$ cat src/rtl/riscv_pkg.sv
`default_nettype none
// ============================================================================
// Module   : riscv_pkg
// Brief    : Shared MMIO addresses, UART status bit positions and UART TX
//            serializer state type.
// Revision : 1.0 - initial release
// ============================================================================
package riscv_pkg;

    localparam logic [31:0] UART_TX_ADDR   = 32'h1000_0000;
    localparam logic [31:0] UART_STAT_ADDR = 32'h1000_0004;

    localparam int UART_STAT_FULL  = 0;
    localparam int UART_STAT_EMPTY = 1;
    localparam int UART_STAT_BUSY  = 2;
    localparam int UART_STAT_OVF   = 3;

    typedef enum logic [1:0] {
        IDLE  = 2'd0,
        START = 2'd1,
        DATA  = 2'd2,
        STOP  = 2'd3
    } uart_state_t;

    // Packs the UART flags into the layout returned on a status-register read
    function automatic logic [3:0] uart_status(input logic full, input logic empty,
                                               input logic busy, input logic ovf);
        logic [3:0] s;
        s                  = '0;
        s[UART_STAT_FULL]  = full;
        s[UART_STAT_EMPTY] = empty;
        s[UART_STAT_BUSY]  = busy;
        s[UART_STAT_OVF]   = ovf;
        return s;
    endfunction

endpackage
`default_nettype wire

$ cat src/rtl/sync_fifo.sv
`default_nettype none
// ============================================================================
// Module   : sync_fifo
// Brief    : Single-clock circular FIFO with extra-bit pointers and a
//            combinational head-of-queue read port.
// Revision : 1.0 - initial release
// ============================================================================
module sync_fifo #(
    parameter int WIDTH = 8,
    parameter int DEPTH = 16
) (
    input  logic                   clk,
    input  logic                   rst,
    input  logic                   wr_en,
    input  logic [WIDTH-1:0]       wr_data,
    input  logic                   rd_en,
    output logic [WIDTH-1:0]       rd_data,
    output logic                   full,
    output logic                   empty,
    output logic [$clog2(DEPTH):0] level
);

    localparam int c_AW = $clog2(DEPTH);

    logic [WIDTH-1:0] r_mem [DEPTH];
    logic [c_AW:0]    r_wptr;
    logic [c_AW:0]    r_rptr;
    logic             w_push;
    logic             w_pop;

    assign w_push = wr_en && !full;
    assign w_pop  = rd_en && !empty;

    always_ff @(posedge clk or negedge rst) begin
        if (!rst) begin
            r_wptr <= '0;
            r_rptr <= '0;
        end else begin
            if (w_push) r_wptr <= r_wptr + (c_AW+1)'(1);
            if (w_pop)  r_rptr <= r_rptr + (c_AW+1)'(1);
        end
    end

    always_ff @(posedge clk) begin
        if (w_push) r_mem[r_wptr[c_AW-1:0]] <= wr_data;
    end

    // Pointers differ only in the wrap bit when the buffer is full
    assign rd_data = r_mem[r_rptr[c_AW-1:0]];
    assign level   = r_wptr - r_rptr;
    assign empty   = (r_wptr == r_rptr);
    assign full    = (r_wptr[c_AW] != r_rptr[c_AW]) &&
                     (r_wptr[c_AW-1:0] == r_rptr[c_AW-1:0]);

endmodule
`default_nettype wire

$ cat src/rtl/uart_tx_buffered.sv
`default_nettype none
// ============================================================================
// Module   : uart_tx_buffered
// Brief    : 8N1 UART transmitter fed by a byte FIFO from the MMIO store path.
// Revision : 1.0 - initial release
// ============================================================================
module uart_tx_buffered
    import riscv_pkg::*;
#(
    parameter int CLKS_PER_BIT = 868,
    parameter int FIFO_DEPTH   = 16
) (
    input  logic                        clk,
    input  logic                        rst,
    input  logic                        wr_en,
    input  logic [7:0]                  wr_data,
    input  logic                        clr_ovf,
    output logic                        full,
    output logic                        empty,
    output logic [$clog2(FIFO_DEPTH):0] level,
    output logic                        busy,
    output logic                        overflow,
    output logic                        tx
);

    localparam int              c_BW        = $clog2(CLKS_PER_BIT);
    localparam logic [c_BW-1:0] c_BAUD_LAST = c_BW'(CLKS_PER_BIT - 1);

    uart_state_t     r_state;
    uart_state_t     w_state_nxt;
    logic [c_BW-1:0] r_baud;
    logic [c_BW-1:0] w_baud_nxt;
    logic [2:0]      r_bit;
    logic [2:0]      w_bit_nxt;
    logic [7:0]      r_shift;
    logic [7:0]      w_shift_nxt;
    logic            r_tx;
    logic            w_tx_nxt;
    logic            r_ovf;
    logic            w_pop;
    logic [7:0]      w_head;
    logic            w_baud_done;

    sync_fifo #(
        .WIDTH (8),
        .DEPTH (FIFO_DEPTH)
    ) u_fifo (
        .clk     (clk),
        .rst     (rst),
        .wr_en   (wr_en),
        .wr_data (wr_data),
        .rd_en   (w_pop),
        .rd_data (w_head),
        .full    (full),
        .empty   (empty),
        .level   (level)
    );

    assign w_baud_done = (r_baud == c_BAUD_LAST);

    always_ff @(posedge clk or negedge rst) begin
        if (!rst) begin
            r_state <= IDLE;
            r_baud  <= '0;
            r_bit   <= '0;
            r_shift <= '0;
            r_tx    <= 1'b1;
        end else begin
            r_state <= w_state_nxt;
            r_baud  <= w_baud_nxt;
            r_bit   <= w_bit_nxt;
            r_shift <= w_shift_nxt;
            r_tx    <= w_tx_nxt;
        end
    end

    // tx is registered from its next value so the pin never sees a combinational path
    always_comb begin
        w_state_nxt = r_state;
        w_baud_nxt  = r_baud + c_BW'(1);
        w_bit_nxt   = r_bit;
        w_shift_nxt = r_shift;
        w_tx_nxt    = r_tx;
        w_pop       = 1'b0;
        case (r_state)
            IDLE: begin
                w_baud_nxt = '0;
                w_tx_nxt   = 1'b1;
                if (!empty) begin
                    w_pop       = 1'b1;
                    w_shift_nxt = w_head;
                    w_state_nxt = START;
                    w_tx_nxt    = 1'b0;
                end
            end
            START: begin
                if (w_baud_done) begin
                    w_baud_nxt  = '0;
                    w_bit_nxt   = '0;
                    w_state_nxt = DATA;
                    w_tx_nxt    = r_shift[0];
                end
            end
            DATA: begin
                if (w_baud_done) begin
                    w_baud_nxt = '0;
                    if (r_bit == 3'd7) begin
                        w_state_nxt = STOP;
                        w_tx_nxt    = 1'b1;
                    end else begin
                        w_bit_nxt   = r_bit + 3'd1;
                        w_shift_nxt = {1'b0, r_shift[7:1]};
                        w_tx_nxt    = r_shift[1];
                    end
                end
            end
            STOP: begin
                if (w_baud_done) begin
                    w_baud_nxt = '0;
                    if (!empty) begin
                        w_pop       = 1'b1;
                        w_shift_nxt = w_head;
                        w_state_nxt = START;
                        w_tx_nxt    = 1'b0;
                    end else begin
                        w_state_nxt = IDLE;
                        w_tx_nxt    = 1'b1;
                    end
                end
            end
            default: begin
                w_state_nxt = IDLE;
                w_tx_nxt    = 1'b1;
            end
        endcase
    end

    // A dropped push outranks a simultaneous clear
    always_ff @(posedge clk or negedge rst) begin
        if (!rst) begin
            r_ovf <= 1'b0;
        end else if (wr_en && full) begin
            r_ovf <= 1'b1;
        end else if (clr_ovf) begin
            r_ovf <= 1'b0;
        end
    end

    assign busy     = (r_state != IDLE);
    assign overflow = r_ovf;
    assign tx       = r_tx;

endmodule
`default_nettype wire
$ cat config.mk
export PLATFORM = sky130hd
export DESIGN_NAME = uart_tx_buffered
export DESIGN_NICKNAME = d
export VERILOG_FILES = /design/src/rtl/riscv_pkg.sv /design/src/rtl/sync_fifo.sv /design/src/rtl/uart_tx_buffered.sv
export SDC_FILE = /design/constraint.sdc
export NUM_CORES = 1
export LEC_CHECK = 0
export CORE_MARGIN = 2
export CORE_UTILIZATION = 60
export CTS_BUF_LIST = sky130_fd_sc_hd__clkbuf_8
export DETAILED_ROUTE_END_ITERATION = 12
export DONT_BUFFER_PORTS = 1
export PLACE_DENSITY = 0.82
export SLEW_MARGIN = 0
export SYNTH_ARGS = -nofsm -noshare
export SYNTH_HDL_FRONTEND = slang
export SYNTH_SLANG_ARGS = --single-unit
$ cat constraint.sdc
create_clock -name clk -period 4.6 [get_ports clk]
set_clock_uncertainty 0.05 [all_clocks]
set_input_delay 0.69 -clock clk [delete_from_list [all_inputs] [get_ports clk]]
set_output_delay 0.69 -clock clk [all_outputs]
set_load 0.01 [all_outputs]
==> reports/metrics.cfg <==
[sta]
slew_viol_final = 0
hold_viol = 0
slew_headroom_pct = 48.7
finalCritPeriodShare_pct = 75.9
worstMarginPinSlew_ns = 0.761
tns_ns = 0
setup_viol = 0
rsz0062_at_grt = no
worst_hold_slack_ns = 0.0211
timing.fmax_mhz = 286
post-route-min-period_ns = 3.49

[synthesis]
synth.area.mux_share_pct = 11.0
synth_area_leaders = edfxtp_1 56%, dfrtp_1 12%, mux4_2 9.8%
syn_inst = 435
seq_area_frac_synth_pct = 68.3
synth_xor_xnor_area_share_pct = 2.66
yosysTopAreaCell = edfxtp_1
synth_top_area_share_pct = 55.6
synth_seq_cells = 163
synthAdderAreaFrac_pct = 3.19
yosys_warnings = 0
synth_cell_type_count = 41
synthesis.nets = 464
synth_area_um2 = 6910
yosys.area_share.simple_pct = 8.58
synth_top_family_by_area = multiplexers
syn_area_per_cell_um2 = 15.9
synth_compound_area_share_pct = 4.09

[floorplan]
core_um2 = 11300
die_x_um = 111
die-area_um2 = 12400
initial_utilization_pct = 61.0
pin_count = 22
rows = 39
die_height_um = 111

[setup_path]
path_delay_family = simple AND/OR/NAND/NOR gates
critPathMaxStageDelay_ns = 0.80
regToRegStartpoint = u_fifo.r_rptr[1]
path_class = reg2reg
slowest_stage = dfrtp_1
cp_max_fo = 21
path_cells = inv_1 > ha_1 > nand4_1 > o21ai_0 > nor3_1 > and2_1
r2r_slack_ns = 1.11
cp.required_ns = 4.65
reg2reg_depth = 6
r2r_end = u_fifo.r_mem[0][1]
cp_num_buf_inv = 1
crit_arrival_ns = 3.54
worstSetupEndpointType = flop
start_kind = flop

[detailed_routing]
routedWlPerCell_um = 23.4
vias = 3752
antenna_left = 0
via_per_inst = 6.30
drc_errors = 0
drtIter0Drc = 496
first_pass_iters = 5
routed_wl_mm = 13.9

[clock_network]
cts_tree = yes
post_cts_resized = 0
cts_num_sinks = 163
clkTransAtPathRegs_ns = 0.08
clockRootBuffer = clkbuf_8
clock_path_buffers = 2
numCtsBuffers = 17
clk_latency_ns = 0.45
htree_levels = 4

[power_and_ir_drop]
ir_drop_mv = 0.445
power.leakage_uw = 0.00272
power.density_nw_per_um2 = 635

[global_route]
grt_pass1_wl_mm = 21.8
grt-ovfl-total = 0
grt_antenna_before_repair = 0
grt_usage_pct = 24.2
grt_max_degree = 38
grt_pass1_vias = 3825

[placed_design]
gp_congestion = 0.916
dp_hpwl_mm = 9.57
placement.io_buffers = 0

[outcome]
status = finished clean

[hold_path]
hold_path.class = in2async

[layout]
nets = 469
antennaDiodeCount = 0
nFillCells = 744
syn_to_final_growth_pct = 8.40
drive_gt1_share_pct = 15.5

[job]
max-cap-violations = 0

==> cell families after synthesis <==
| logic type | after synthesis |
|---|---|
| xor gates and xnor gates | 21 |
| AOI/OAI and AO/OA | 43 |
| buffers and inverters | 31 |
| adders and majority gates | 17 |
| and+or+nand+nor | 123 |
| muxes | 37 |
| DFF | 163 |
==> what timing repair did <==
item | CTS | global route
buffers inserted | 0 | 0
hold endpoints to repair | 34 | 0
hold buffers | 1 | 0
==> state kept, by name (all words and copies together) (netlist names) <==
name and flops:
r_state 2, tx 1, u_fifo.r_wptr 5, r_shift 8, overflow 1, r_baud 10
u_fifo.r_mem 128, r_bit 3, u_fifo.r_rptr 5
==> report_power, final <==
| group | switching, uW | leakage (uW) | internal [uW] | total [uW] |
|---|---|---|---|---|
| logic | 925 | 0.000884 | 670 | 1600 |
| registers | 184 | 0.00160 | 1830 | 2010 |
| clock network | 485 | 0.000233 | 668 | 1150 |
| total | 1600 | 0.00272 | 3160 | 4760 |
==> synthesized netlist by cell type (all sizes together) <==
cell / count
edfxtp: 128
nand2: 54
dfrtp: 34
mux4: 31
o21ai: 20
nor2: 17
ha: 16
nand3: 16
xnor2: 15
inv: 14
and3: 11
clkbuf: 10
a21oi: 7
buf: 7
and4: 6
nor3: 6
o221ai: 6
xor2: 6
and2: 5
mux2i: 5
nand4: 4
a21o: 3
a22oi: 2
a41oi: 2
nor2b: 2
a221o: 1
a311o: 1
a311oi: 1
and4b: 1
dfstp: 1
fa: 1
mux2: 1
nand2b: 1
==> cells in the final DEF, fill, tap and decap left out, types with 2 or more instances in the layout <==
| master | count |
|---|---|
| mux2i_1 | 5 |
| o221ai_1 | 6 |
| a21oi_1 | 7 |
| xnor2_1 | 15 |
| and4_1 | 6 |
| o21ai_0 | 13 |
| ha_1 | 16 |
| nor3_1 | 5 |
| clkbuf_8 | 19 |
| nand4_1 | 4 |
| o21ai_1 | 4 |
| clkinvlp_4 | 3 |
| a22oi_1 | 2 |
| o21ai_2 | 3 |
| and2_1 | 5 |
| edfxtp_1 | 128 |
| bufinv_16 | 5 |
| buf_4 | 2 |
| and3_1 | 11 |
| dfrtp_1 | 33 |
| nand2_1 | 54 |
| nor2_1 | 16 |
| xor2_1 | 6 |
| nand3_1 | 16 |
| a41oi_1 | 2 |
| mux4_2 | 30 |
| a21o_1 | 3 |
| inv_1 | 18 |
==> how the worst max path moves through the flow <==
stage,start,to,slack (ns),depth (start not counted)
2_1_floorplan,u_fifo.r_rptr[1],u_fifo.r_mem[15][0],1.95,8
3_3_place_gp,u_fifo.r_rptr[1],u_fifo.r_mem[0][5],1.38,6
3_5_place_dp,u_fifo.r_rptr[1],u_fifo.r_mem[0][2],1.20,6
4_1_cts,u_fifo.r_rptr[1],full,1.14,4
5_1_grt,u_fifo.r_rptr[1],u_fifo.r_mem[6][6],0.85,6
6_report,u_fifo.r_rptr[1],u_fifo.r_mem[0][1],1.11,6
==> per-stage QoR <==
| step | util [%] | setup WS, ns | instances | area [um2] | total power (uW) |
|---|---|---|---|---|---|
| floorplan | - | 1.95 | 435 | 6910 | 3280 |
| global placement | 61.9 | 1.38 | 563 | 7010 | 3580 |
| detailed placement | 61.9 | 1.20 | 563 | 7010 | 3630 |
| CTS | 66.2 | 1.14 | 596 | 7490 | 4780 |
| global route | 66.2 | 0.853 | 596 | 7490 | 5010 |
| finish | 66.2 | 1.11 | 596 | 7490 | 4760 |
==> routing by layer <==
| layer | up-vias | GRT usage (%) | wire, um |
|---|---|---|---|
| met2 | 188 | 38.7 | 6920 |
| met5 | - | 1.18 | 0 |
| met3 | 37 | 6.34 | 1150 |
| li1 | 1663 | - | - |
| met4 | 0 | 10.7 | 412 |
| met1 | 1864 | 31.6 | 5440 |
==> layout make-up <==
class                   instances  area, um2  share of cell area (%)
inverters                      14       52.6                   0.702
flip-flops and latches        163       4720                    63.0
repair buffers                  3       35.0                   0.468
multi-input cells             241       2040                    27.3
clock buffers                  19        262                    3.49
clock inverters                13        196                    2.62
well taps                     143        179                    2.39
Note: power is estimated with default switching activity, not from simulation.
